**config.mk**
```make
export PLATFORM = sky130hd
export DESIGN_NAME = sfp_slave_responder
export DESIGN_NICKNAME = d
export VERILOG_FILES = /design/src/rtl/sfp_slave_responder.sv
export SDC_FILE = /design/constraint.sdc
export NUM_CORES = 1
export LEC_CHECK = 0
export BUFFER_PORTS_ARGS = -buffer_cell sky130_fd_sc_hd__buf_4
export CAP_MARGIN = 0
export CORE_AREA = 2 2 224 226
export DETAILED_ROUTE_END_ITERATION = 12
export DIE_AREA = 0 0 226 228
export PLACE_DENSITY_LB_ADDON = 0.12
export SYNTH_ARGS = -nofsm -noshare
export SYNTH_HDL_FRONTEND = slang
export SYNTH_SLANG_ARGS = --single-unit
```
**constraint.sdc**
```tcl
create_clock -name i_clk -period 3.65 [get_ports i_clk]
set_clock_uncertainty 0.2 [all_clocks]
set_input_delay 0.5475 -clock i_clk [delete_from_list [all_inputs] [get_ports i_clk]]
set_output_delay 0.5475 -clock i_clk [all_outputs]
set_load 0.02 [all_outputs]
```
**src/rtl/sfp_slave_responder.sv**
```systemverilog
// Slave-side SFP command responder: accepts two-beat command frames, hands cmd/data to the
// local register side, then returns an 11-beat response frame (header, rsp word, telemetry).
module sfp_slave_responder #(
   parameter int unsigned P_TIMEOUT = 20000
) (
   input  logic        i_clk,
   input  logic        i_rst,
   input  logic        i_sfp_en,
   input  logic [1:0]  i_sfp_id,
   input  logic [63:0] i_rx_tdata,
   input  logic        i_rx_tvalid,
   output logic        o_rx_tready,
   output logic [63:0] o_tx_tdata,
   output logic        o_tx_tvalid,
   input  logic        i_tx_tready,
   output logic [31:0] o_cmd,
   output logic [31:0] o_data,
   output logic        o_cmd_flag,
   input  logic        i_done,
   input  logic [63:0] i_rsp,
   input  logic [31:0] i_status,
   input  logic [31:0] i_intl,
   input  logic [31:0] i_c,
   input  logic [31:0] i_v,
   input  logic [31:0] i_dc_c,
   input  logic [31:0] i_dc_v,
   input  logic [31:0] i_phase_r,
   input  logic [31:0] i_phase_s,
   input  logic [31:0] i_phase_t,
   output logic        o_busy,
   output logic [15:0] o_err_cnt
);

   localparam int unsigned TimerW = (P_TIMEOUT > 1) ? $clog2(P_TIMEOUT) : 1;
   localparam logic [TimerW-1:0] TimerLast = TimerW'(P_TIMEOUT - 1);
   localparam logic [3:0] LastBeat = 4'd10;

   typedef enum logic [1:0] {StIdle, StData, StExec, StSend} state_e;

   state_e             state_q, state_d;
   logic [31:0]        cmd_lat_q;
   logic               id_match_q;
   logic [31:0]        cmd_q, data_q;
   logic               flag_q;
   logic [TimerW-1:0]  timer_q;
   logic [63:0]        rsp_q;
   logic [31:0]        tlm_q [9];
   logic [31:0]        tlm_in [9];
   logic [1:0]         id_snap_q;
   logic [3:0]         beat_q;
   logic [15:0]        seq_q;
   logic [15:0]        err_q;

   logic rx_hs, tx_hs;
   logic err_inc, latch_cmd, go_exec, snap, timeout;
   logic [7:0] rx_tag;

   // Reserved header bits carry no information.
   logic unused_rx_bits;
   assign unused_rx_bits = ^i_rx_tdata[55:34];

   assign tlm_in[0] = i_status;
   assign tlm_in[1] = i_intl;
   assign tlm_in[2] = i_c;
   assign tlm_in[3] = i_v;
   assign tlm_in[4] = i_dc_c;
   assign tlm_in[5] = i_dc_v;
   assign tlm_in[6] = i_phase_r;
   assign tlm_in[7] = i_phase_s;
   assign tlm_in[8] = i_phase_t;

   assign rx_tag      = i_rx_tdata[63:56];
   assign rx_hs       = i_rx_tvalid && o_rx_tready;
   assign o_tx_tvalid = (state_q == StSend);
   assign tx_hs       = o_tx_tvalid && i_tx_tready;
   assign o_busy      = (state_q != StIdle);
   assign o_cmd       = cmd_q;
   assign o_data      = data_q;
   assign o_cmd_flag  = flag_q;
   assign o_err_cnt   = err_q;

   always_comb begin
      state_d     = state_q;
      o_rx_tready = 1'b0;
      err_inc     = 1'b0;
      latch_cmd   = 1'b0;
      go_exec     = 1'b0;
      snap        = 1'b0;
      timeout     = 1'b0;
      unique case (state_q)
         StIdle: begin
            o_rx_tready = i_sfp_en;
            if (rx_hs) begin
               if (rx_tag == 8'hC3) begin
                  latch_cmd = 1'b1;
                  state_d   = StData;
               end else begin
                  err_inc = 1'b1;
               end
            end
         end
         StData: begin
            o_rx_tready = 1'b1;
            if (!i_sfp_en) begin
               state_d = StIdle;
            end else if (rx_hs) begin
               if (rx_tag != 8'hC4) begin
                  err_inc = 1'b1;
                  state_d = StIdle;
               end else if (id_match_q) begin
                  go_exec = 1'b1;
                  state_d = StExec;
               end else begin
                  state_d = StIdle;
               end
            end
         end
         StExec: begin
            // flag_q marks the entry cycle, where i_done is not yet honoured.
            if (!i_sfp_en) begin
               state_d = StIdle;
            end else if (i_done && !flag_q) begin
               snap    = 1'b1;
               state_d = StSend;
            end else if (timer_q == TimerLast) begin
               snap    = 1'b1;
               timeout = 1'b1;
               err_inc = 1'b1;
               state_d = StSend;
            end
         end
         StSend: begin
            if (tx_hs && beat_q == LastBeat) begin
               state_d = StIdle;
            end
         end
         default: state_d = StIdle;
      endcase
   end

   always_comb begin
      o_tx_tdata = '0;
      if (state_q == StSend) begin
         if (beat_q == 4'd0) begin
            o_tx_tdata = {8'hD3, 22'd0, id_snap_q, 16'd0, seq_q};
         end else if (beat_q == 4'd1) begin
            o_tx_tdata = rsp_q;
         end
         for (int k = 0; k < 9; k++) begin
            if (beat_q == 4'(k + 2)) begin
               o_tx_tdata = {8'(8'hE0 + k), 24'd0, tlm_q[k]};
            end
         end
      end
   end

   always_ff @(posedge i_clk or negedge i_rst) begin
      if (!i_rst) begin
         state_q    <= StIdle;
         cmd_lat_q  <= '0;
         id_match_q <= 1'b0;
         cmd_q      <= '0;
         data_q     <= '0;
         flag_q     <= 1'b0;
         timer_q    <= '0;
         rsp_q      <= '0;
         id_snap_q  <= '0;
         beat_q     <= '0;
         seq_q      <= '0;
         err_q      <= '0;
         for (int k = 0; k < 9; k++) begin
            tlm_q[k] <= '0;
         end
      end else begin
         state_q <= state_d;
         flag_q  <= go_exec;
         if (latch_cmd) begin
            cmd_lat_q  <= i_rx_tdata[31:0];
            id_match_q <= (i_rx_tdata[33:32] == i_sfp_id);
         end
         if (go_exec) begin
            cmd_q   <= cmd_lat_q;
            data_q  <= i_rx_tdata[31:0];
            timer_q <= '0;
         end else if (state_q == StExec) begin
            timer_q <= timer_q + 1'b1;
         end
         if (snap) begin
            rsp_q     <= timeout ? {32'hDEAD_DEAD, cmd_q} : i_rsp;
            id_snap_q <= i_sfp_id;
            beat_q    <= '0;
            for (int k = 0; k < 9; k++) begin
               tlm_q[k] <= tlm_in[k];
            end
         end else if (tx_hs) begin
            beat_q <= beat_q + 1'b1;
            if (beat_q == LastBeat) begin
               seq_q <= seq_q + 1'b1;
            end
         end
         if (err_inc && err_q != 16'hFFFF) begin
            err_q <= err_q + 1'b1;
         end
      end
   end

endmodule
```
==> qor.yml, run 1 <==
synth.ff_latch_count: 505
rsz0062_at_grt: "yes"
worst-setup-path-type: "reg2out"
number_of_hold_violations_in_the_final_report: 0
syn_area_per_cell_um2: 9.18
cp_slowest_cell: "dfrtp_2"
floorplan.core_area_um2: 49300
vias_in_the_first_global_route: 22902
hold_path.class: "in2reg"
timing.critical_path.slowest_cell_delay_ns: 0.45
run_status: "finished, final reports clean"
power_density_nw_per_um2: 370
report.final.setup_viol: 0
num-nets-final: 3835
vias_per_cell: 5.45
all_layer_gr_usage_pct: 33.0
r2r_slack_ns: 0.63
post-place-cells: 3654
critical_path.startpoint_type: "flip-flop"
cts_tree: "yes"
clock-root-buffer: "clkbuf_16"
initialDrtViolationCount: 2311
post_synth_instance_area_um2: 23400
netlist_instances: 2548
leakage_uw: 0.0175
synth.net_count: 2979
endpoint_kind: "output pin"
tritoncts_num_sinks: 505
mostFrequentLayoutCell: "nand2_1"
ports_placed_on_the_boundary: 572
fin_crit_sh_pct: 98.9
grt.overflow.total: 0
total_power_uw: 12700
placement.io_buffers: 549
timing.critical_path.cells: "inv_2 > ha_4 > buf_4 > nand2_1 > o21ai_0 > a221o_1 > a31oi_1 > o21ai_0 > buf_4"
period_minus_slack_ns: 3.61
synth-seq-area-share_pct: 54.0
layout-drive-gt1-share_pct: 26.5
slew_headroom_pct: 41.1
min_from: "i_dc_v[30]"
grt_antenna_before_repair: 21
global_route_wire_length_before_repair_um: 132000
drt-total-wl_um: 86400
cp_data_required_time_ns: 2.90
gp_congestion: 0.916
synth_cell_type_count: 59
initial_core_util_pct: 47.4
crit_fanout: 18
fp.dieArea_um2: 51500
drc: 0
worst_setup_path_startpoint: "beat_q[1]"
post_layout_nonfiller_instances: 4131
drt-wirelength-per-cell_um: 20.9
drt_pass1_iterations: 6
max_cap_viol_count: 0
tritoncts.num_buffers: 54
ir_drop_uv: 470
clock_tree.htree_level_count: 2
die_boundary_height_um: 228
timing.final.max_slew_violations: 0
die_w_um: 226
layout-area-overhead-vs-synth_pct: 46.3
clk_path_buf_depth: 3
placementRows: 82
ant_nets: 0
most-common-layout-cells: "nand2_1 (969), buf_4 (603), dfrtp_1 (501)"
synth_async_sr_flop_share_pct: 100
count_of_flip_flops_with_a_built_in_enable_after_synthesis: 0
place.detailed.hpwl_um: 56400
cts.reportedPaths.clkPinSlew_ns: 0.06
achievable-frequency_ghz: 0.277
ys_dominant_reg_cell: "dfrtp_1"
max_slew.worst_pin.slew_ns: 0.883
grt_start_max_net_pins: 155
cp_data_arrival_time_ns: 2.86
clkLatencyLatePin_ns: 0.61
dr_total_vias: 22511
yosys_warnings: 0
reg_to_reg_critical_path_startpoint: "timer_q[8]"
per-layer routing:
metal | routed length [µm] | part of all wire (%) | up-vias | GRT usage [%]
met5 | 94 | 0.11 | - | 0
met4 | 3210 | 3.7 | 14 | 11.8
met3 | 7230 | 8.4 | 223 | 7.60
met2 | 40200 | 46 | 979 | 51.7
met1 | 35700 | 41 | 11020 | 45.0
li1 | - | - | 10275 | -
per-stage QoR:
step                      hold slack, ns  setup TNS (ns)  setup slack [ns]  util, %  cell area, µm²
after CTS                        0.00224               0           0.00262     68.9           34000
after floorplan                   0.0519               0             0.558        -           23400
after detailed placement           0.251               0             0.305     57.3           28300
final                             0.0131               0            0.0419     69.4           34200
after global placement             0.243               0             0.353     57.3           28300
after global routing              0.0140         -0.0917           -0.0306     69.4           34200
kinds of logic (layout without fill, tap and decap cells):
group                      count (synthesis)  in the layout  share of synthesized area (%)
AOI/OAI and AO/OA                        434            434                           12.0
buffers and inverters                    226           1126                           4.45
DFF                                      505            505                           54.0
muxes                                    130            130                           6.09
other                                      0             11                              0
adders and majority gates                  7              7                          0.374
and+or+nand+nor                         1197           1197                           21.2
xor gates and xnor gates                  49             49                           1.83
state kept, by name (all words and copies together), names as in the netlist, 2 cells and up:
register   flops
id_snap_q      2
beat_q         4
cmd_lat_q     32
timer_q       15
tlm_q        288
o_cmd         32
state_q        2
o_data        32
rsp_q         64
seq_q         16
o_err_cnt     16
Yosys cell counts, types with 3 or more instances:
library cell / instances / area (µm²)
a21oi_1: 104 / 521
a221o_1: 14 / 140
a221oi_1: 16 / 140
a22oi_1: 32 / 240
a2bb2oi_1: 16 / 140
a31oi_1: 18 / 113
and2_1: 4 / 25.0
and3_1: 34 / 213
and3b_1: 17 / 149
and4_1: 3 / 26.3
and4b_1: 3 / 30.0
buf_1: 16 / 60.1
buf_2: 50 / 250
buf_4: 27 / 203
buf_6: 4 / 45.0
clkbuf_1: 86 / 323
dfrtp_1: 505 / 12600
ha_1: 7 / 87.6
inv_1: 41 / 154
mux2_2: 98 / 1100
mux2i_1: 32 / 320
nand2_1: 970 / 3640
nand2b_1: 3 / 18.8
nand3_1: 33 / 165
nand3b_1: 3 / 22.5
nand4_1: 10 / 62.6
nor2_1: 69 / 259
nor2b_1: 12 / 75.1
nor3_1: 15 / 75.1
nor3b_1: 3 / 22.5
nor4_1: 4 / 25.0
nor4_2: 3 / 37.5
o21ai_0: 131 / 656
o221a_2: 17 / 191
o221ai_1: 17 / 149
o22a_1: 22 / 193
o22ai_1: 34 / 213
xnor2_1: 23 / 201
xor2_1: 26 / 228
critical path: cells and delay by family, from the launching register on:
kind / cells / cell delay (ns)
buf+inv: 3 / 0.57
simple gates: 1 / 0.10
flops: 1 / 0.45
compound gates: 4 / 0.91
fa+ha+maj: 1 / 0.21
what timing repair did:
action | in CTS | in global routing
cloned | 2 | 0
pin swaps | 3 | 8
gates resized for setup | 24 | 44
buffers inserted | 8 | 4
endpoints found under the setup margin | 59 | 31
endpoints found under the hold margin | 462 | 0
hold buffers | 352 | 0
layout make-up:
cell class	instances	area, µm²
clock inverter	20	245
clock buffer	80	1680
fill	3639	15100
tap	672	841
timing repair buffer	983	8580
sequential	505	12600
multi-input combinational	1817	10100
antenna	11	27.5
inverter	43	165
final timing paths:
kind | to | cells after the start
min reg2reg | tlm_q[13] | 2
max in group asynchronous | rsp_q[60] | 3
max reg2reg | rsp_q[25] | 6
max | o_tx_tdata[8] | 9
min in group asynchronous | tlm_q[37] | 2
min | tlm_q[126] | 3
power breakdown:
group	leakage, µW	switching, µW	internal (µW)
Sequential	0.00679	61.9	5640
Combinational	0.00972	432	633
Clock	0.000957	2360	3530
(Power assumes the default switching activity.)
==> run 2: changes to the inputs <==
- CORE_AREA: 2 2 224 226 -> 4 4 220 222
- DIE_AREA: 0 0 226 228 -> 0 0 224 226
- clock period: 3.65 -> 3.8 ns (I/O delays scaled with it)
==> run 2 against run 1 <==
- first-iteration DRC count grew 6.7%
- sequential power shrank 4.0%
- critical endpoint is now o_tx_tdata[0]
- combinational power shrank 5%
- non-clock buffer count shrank 22
- clock-buffer cell count shrank 9
- highest routed layer unchanged
- register-to-register slack gained 0.18 ns
- wire length grew 0.45%
- global-route usage grew 0.29 points
- hold slack lost 0.00069 ns
- worst setup slack gained 0.068 ns
- final cell count shrank 2.1%
- cell area shrank 1.7%
==> qor.yml, run 2 (synthesis gave the netlist of run 1 again) <==
ir_drop_uv: 395  # -16%
worst-setup-path-type: "reg2out"
max_cap_viol_count: 0  # unchanged
multiInputGateArea_um2: 9910  # -1.5%
placementRows: 79  # -3.7%
clk_path_buf_depth: 3  # unchanged
leakage_uw: 0.0173  # -0.87%
final.setup.tns_ns: 0  # unchanged
layout-drive-gt1-share_pct: 25.7  # -0.83 points
drc: 0  # unchanged
number_of_hold_violations_in_the_final_report: 0  # unchanged
ports_placed_on_the_boundary: 572  # unchanged
nFillCells: 3325  # -8.6%
tritoncts.num_buffers: 54  # unchanged
drt-wirelength-per-cell_um: 21.5  # +2.6%
power_density_nw_per_um2: 359  # -2.9%
clock-root-buffer: "clkbuf_16"
global_route_wire_length_before_repair_um: 133000  # +0.47%
register_name_with_the_most_flops: "tlm_q"
finalCoreUtilization_pct: 72.6  # +3.2 points
all_layer_gr_usage_pct: 33.3  # +0.29 points
vias_in_the_first_global_route: 23079  # +0.77%
place.detailed.hpwl_um: 57600  # +2.2%
dr_total_vias: 22629  # +0.52%
die_w_um: 224  # -0.88%
most-common-layout-cells: "nand2_1 (969), buf_4 (603), dfrtp_1 (503)"
timing.final.max_slew_violations: 0  # unchanged
drt-total-wl_um: 86800  # +0.45%
endpoint_kind: "output pin"
run_status: "finished, final reports clean"
drt_pass1_iterations: 6  # unchanged
achievable-frequency_ghz: 0.271
layout-area-overhead-vs-synth_pct: 43.9
cts.reportedPaths.clkPinSlew_ns: 0.06  # about the same
placement.io_buffers: 549  # unchanged
ant_nets: 0  # unchanged
cp_data_arrival_time_ns: 2.92  # +0.06 ns
vias_per_cell: 5.59  # +2.7%
max_slew.worst_pin.slew_ns: 0.919  # +0.0361 ns
mostFrequentLayoutCell: "nand2_1"
grt.overflow.total: 0  # unchanged
report.final.setup_viol: 0  # unchanged
die_boundary_height_um: 226  # -0.88%
rsz0062_at_grt: "no"
grt_start_max_net_pins: 113  # -27%
crit_fanout: 40  # +22
hold_path.class: "in2reg"
grt_antenna_before_repair: 10  # -52%
sequential_cell_area_um2: 12600  # about the same
fp.dieArea_um2: 50600  # -1.8%
largest_reg_flops: 288  # unchanged
cts_tree: "yes"
initial_core_util_pct: 50.5  # +3.1 points
cp_data_required_time_ns: 3.03  # +0.13 ns
gp_congestion: 0.923  # +0.79%
clock_tree.htree_level_count: 2  # unchanged
critical_path.startpoint_type: "flip-flop"
tritoncts_num_sinks: 505  # unchanged
clkLatencyLatePin_ns: 0.61  # about the same
initialDrtViolationCount: 2466  # +6.7%
slew_headroom_pct: 38.7  # -2.4 points
period_minus_slack_ns: 3.69
floorplan.core_area_um2: 46400  # -6.1%
fin_crit_sh_pct: 97.1
largest_registers: "tlm_q: 288 flops, rsp_q: 64 flops"
num-nets-final: 3814  # -0.55%
==> run 2: cell type report <==
type | instances | area share (%)
tap | 607 | 2.26
clock inverter | 29 | 0.970
sequential | 505 | 37.5
clock buffer | 71 | 4.62
inverter | 43 | 0.479
antenna | 11 | 0.0818
timing repair buffer | 961 | 24.6
multi-input combinational | 1818 | 29.4
==> run 2: final timing paths <==
path	cells after the start	slack, ns	from	endpoint
setup / recovery	10	0.11	beat_q[1]	o_tx_tdata[0]
hold / removal	3	0.01	i_v[22]	tlm_q[182]
setup reg to reg	6	0.81	timer_q[8]	rsp_q[27]
hold reg to reg	2	0.26	rsp_q[40]	rsp_q[40]
max in group asynchronous	3	2.01	i_rst	o_cmd[19]
min in group asynchronous	2	0.37	i_rst	tlm_q[69]
==> run 2: what timing repair did <==
action,4_1_cts,5_1_grt
setup buffers,6,0
endpoints found under the hold margin,439,0
pin swaps,0,0
hold buffers,336,0
cloned,1,0
setup endpoints to repair,34,32
gates resized for setup,11,28
==> run 2: through the flow <==
step | hold WS (ns) | cell area [µm²] | std cells | power [µW] | worst slack, ns
2_1_floorplan | 0.0744 | 23400 | 2548 | 5690 | 0.685
3_3_place_gp | 0.244 | 28200 | 3591 | 6260 | 0.471
6_report | 0.0124 | 33700 | 4045 | 12100 | 0.110
5_1_grt | 0.00875 | 33700 | 4043 | 12400 | 0.00239
4_1_cts | 0.0000836 | 33500 | 4034 | 12100 | 0.00466
3_5_place_dp | 0.249 | 28200 | 3591 | 6270 | 0.416
==> run 2: power by group <==
group / switching (µW) / leakage (µW) / internal (µW)
combinational: 410 / 0.00958 / 598
clock: 2250 / 0.000951 / 3350
sequential: 54.9 / 0.00679 / 5420
total: 2720 / 0.0173 / 9370
==> run 2: per-layer routing <==
metal	up-vias	track usage, %	share of wire, %
met5	-	0	0.015
met4	2	12.3	3.6
met3	204	8.51	9.3
met2	1123	52.6	46
met1	11071	44.9	41
li1	10229	-	-
==> run 2: worst max-delay path, cell delays in order (launching register included) <==
cell and delay, ns:
dfrtp_1 0.44, inv_2 0.14, ha_4 0.17, buf_12 0.21, buf_4 0.23, and3b_1 0.19
a21oi_1 0.15, o21ai_0 0.09, a31oi_1 0.36, o21ai_1 0.14, buf_4 0.18
==> run 3: changes to the inputs <==
- BUFFER_PORTS_ARGS: -buffer_cell sky130_fd_sc_hd__buf_4 -> -buffer_cell sky130_fd_sc_hd__buf_2
==> run 3 against run 2 <==
- non-clock buffer count decreased by 4
- sequential power about the same
- first-iteration DRC count decreased by 20%
- critical endpoint is now o_tx_tdata[20]
- die area unchanged
- clock-buffer cell count increased by 11
==> qor.yml, run 3 (synthesis gave the netlist of run 1 again) <==
drt-wirelength-per-cell_um: 20.9  # -2.4%
drt-total-wl_um: 84600  # -2.5%
achievable-frequency_ghz: 0.270  # -0.37%
vias_per_cell: 5.55  # -0.78%
die_boundary_height_um: 226  # unchanged
fin_crit_sh_pct: 97.5  # +0.36 points
ir_drop_uv: 430  # +9.1%
endpoint_kind: "output pin"
all_layer_gr_usage_pct: 32.5  # -0.85 points
initial_core_util_pct: 50.5  # unchanged
clkLatencyLatePin_ns: 0.61  # about the same
report.final.setup_viol: 0  # unchanged
largest_reg_flops: 288  # unchanged
global_route.usage.met1_pct: 44.5  # -0.45 points
cp_data_arrival_time_ns: 2.93  # about the same
layout-drive-gt1-share_pct: 25.4  # -0.33 points
number_of_hold_violations_in_the_final_report: 0  # unchanged
die_w_um: 224  # unchanged
dp_slack_ns: 0.409  # -0.00663 ns
netSwitchingPower_uw: 2670  # -1.8%
placement.io_buffers: 549  # unchanged
max_cap_viol_count: 0  # unchanged
slew_headroom_pct: 37.9  # -0.84 points
register_name_with_the_most_flops: "tlm_q"
grt.overflow.total: 0  # unchanged
internal_power_uw: 9040  # -3.5%
power_density_nw_per_um2: 363  # +1.1%
clock_tree.htree_level_count: 2  # unchanged
grt_start_max_net_pins: 123  # +8.8%
crit_fanout: 33  # -18%
power.combinational.fraction_pct: 7.3  # -1.0 points
period_minus_slack_ns: 3.70  # +0.0138 ns
leakage_uw: 0.0169  # -2.3%
final_design_area_no_fill_um2: 32300  # -4.2%
clk_path_buf_depth: 3  # unchanged
finalCoreUtilization_pct: 69.6  # -3.0 points
hold_path.class: "in2reg"
total_power_uw: 11700  # -3.2%
num-nets-final: 3810  # -0.10%
cts.reportedPaths.clkPinSlew_ns: 0.06  # about the same
placementRows: 79  # unchanged
clock-root-buffer: "clkbuf_16"
worst-setup-path-type: "reg2out"
initialDrtViolationCount: 1969  # -20%
largest_registers: "tlm_q: 288 flops, rsp_q: 64 flops"
peak_usage_layer_in_the_global_routing_report: "met2"
placedInstanceArea_um2: 26900  # -4.7%
ant_nets: 0  # unchanged
fin_ws_ns: 0.0957  # -0.0138 ns
vias_in_the_first_global_route: 22802  # -1.2%
fp.dieArea_um2: 50600  # unchanged
drt_pass1_iterations: 5  # -1
power_frac_seq_pct: 46.8  # +1.5 points
sw_frac_of_total_pct: 22.8  # +0.30 points
cts_tree: "yes"
layout-area-overhead-vs-synth_pct: 37.9
most-common-layout-cells: "nand2_1 (968), buf_2 (548), dfrtp_1 (503)"
max_slew.worst_pin.slew_ns: 0.932  # +0.0126 ns
use_met3_pct: 7.83  # -0.69 points
critical_path.startpoint_type: "flip-flop"
ports_placed_on_the_boundary: 572  # unchanged
global_route_wire_length_before_repair_um: 130000  # -2.1%
sequential_cell_area_um2: 12600  # unchanged
nFillCells: 3538  # +6.4%
mostFrequentLayoutCell: "nand2_1"
tritoncts.num_buffers: 55  # +1.9%
run_status: "finished, final reports clean"
grt_use_met2_pct: 50.7  # -1.9 points
gp_congestion: 0.907  # -1.8%
dr_total_vias: 22431  # -0.87%
cp_data_required_time_ns: 3.03  # about the same
floorplan.core_area_um2: 46400  # unchanged
tritoncts_num_sinks: 505  # unchanged
clock_power_share_pct: 45.9  # -0.4 points
drc: 0  # unchanged
grt_antenna_before_repair: 17  # +7
place.detailed.hpwl_um: 56700  # -1.6%
multiInputGateArea_um2: 9900  # -0.15%
timing.final.max_slew_violations: 0  # unchanged
==> run 3: cell count changes in the layout (fill, tap and decap cells not counted), sizes merged <==
cell,delta
dlygate4sd3,-3
buf,-2
clkbuf,+12
diode,+3
a21oi,-1
inv,-2
bufinv,-3
clkinv,-8
==> run 3: layout make-up <==
type,instances,share of cell area (%)
multi-input cells,1817,30.7
clock buffers,82,4.92
flip-flops and latches,505,39.2
well taps,607,2.35
repair buffers,957,21.6
inverters,43,0.512
clock inverters,16,0.628
diodes,14,0.109
==> run 3: final timing paths <==
kind	to	start	cells after the start	slack, ns
setup / recovery	o_tx_tdata[20]	beat_q[0]	9	0.1
hold / removal	tlm_q[158]	i_dc_c[30]	3	0.03
setup reg to reg	seq_q[12]	beat_q[0]	9	0.76
hold reg to reg	rsp_q[38]	rsp_q[38]	2	0.26
max in group asynchronous	tlm_q[281]	i_rst	3	2.00
min in group asynchronous	tlm_q[37]	i_rst	2	0.41
==> run 3: stage by stage <==
stage	hold slack [ns]	TNS (ns)	instances
2_1_floorplan	0.0744	0	2548
3_5_place_dp	0.247	0	3588
5_1_grt	0.0188	-0.00510	4037
3_3_place_gp	0.245	0	3588
4_1_cts	0.000239	0	4025
6_report	0.0280	0	4041
==> run 3: layer usage <==
layer  vias up  wire length [µm]
met2      1088             38900
met5         -                51
met4         8              3080
met3       224              7700
met1     10880             34900
li1      10231                 -
==> run 3: power groups by stage <==
stage	clock network, µW	registers (µW)	logic (µW)
floorplan	0	5610	82.5
global placement	0	5570	560
detailed placement	0	5570	569
CTS	5460	5470	850
global route	5700	5480	921
finish	5370	5480	860
==> run 3: repair_timing <==
item	CTS	global route
setup buffers	6	1
endpoints found under the hold margin	449	0
cloned	0	1
pin swaps	2	2
endpoints found under the setup margin	31	34
hold buffers	333	0
gates resized for setup	14	20
==> run 3: worst max-delay path, cell delays in order, from the launching register on <==
cell and delay (ns):
dfrtp_2 0.45, inv_1 0.16, ha_4 0.26, buf_12 0.22, and2_1 0.17, buf_6 0.18
a2bb2oi_1 0.15, a22oi_1 0.30, o221a_2 0.27, buf_2 0.16
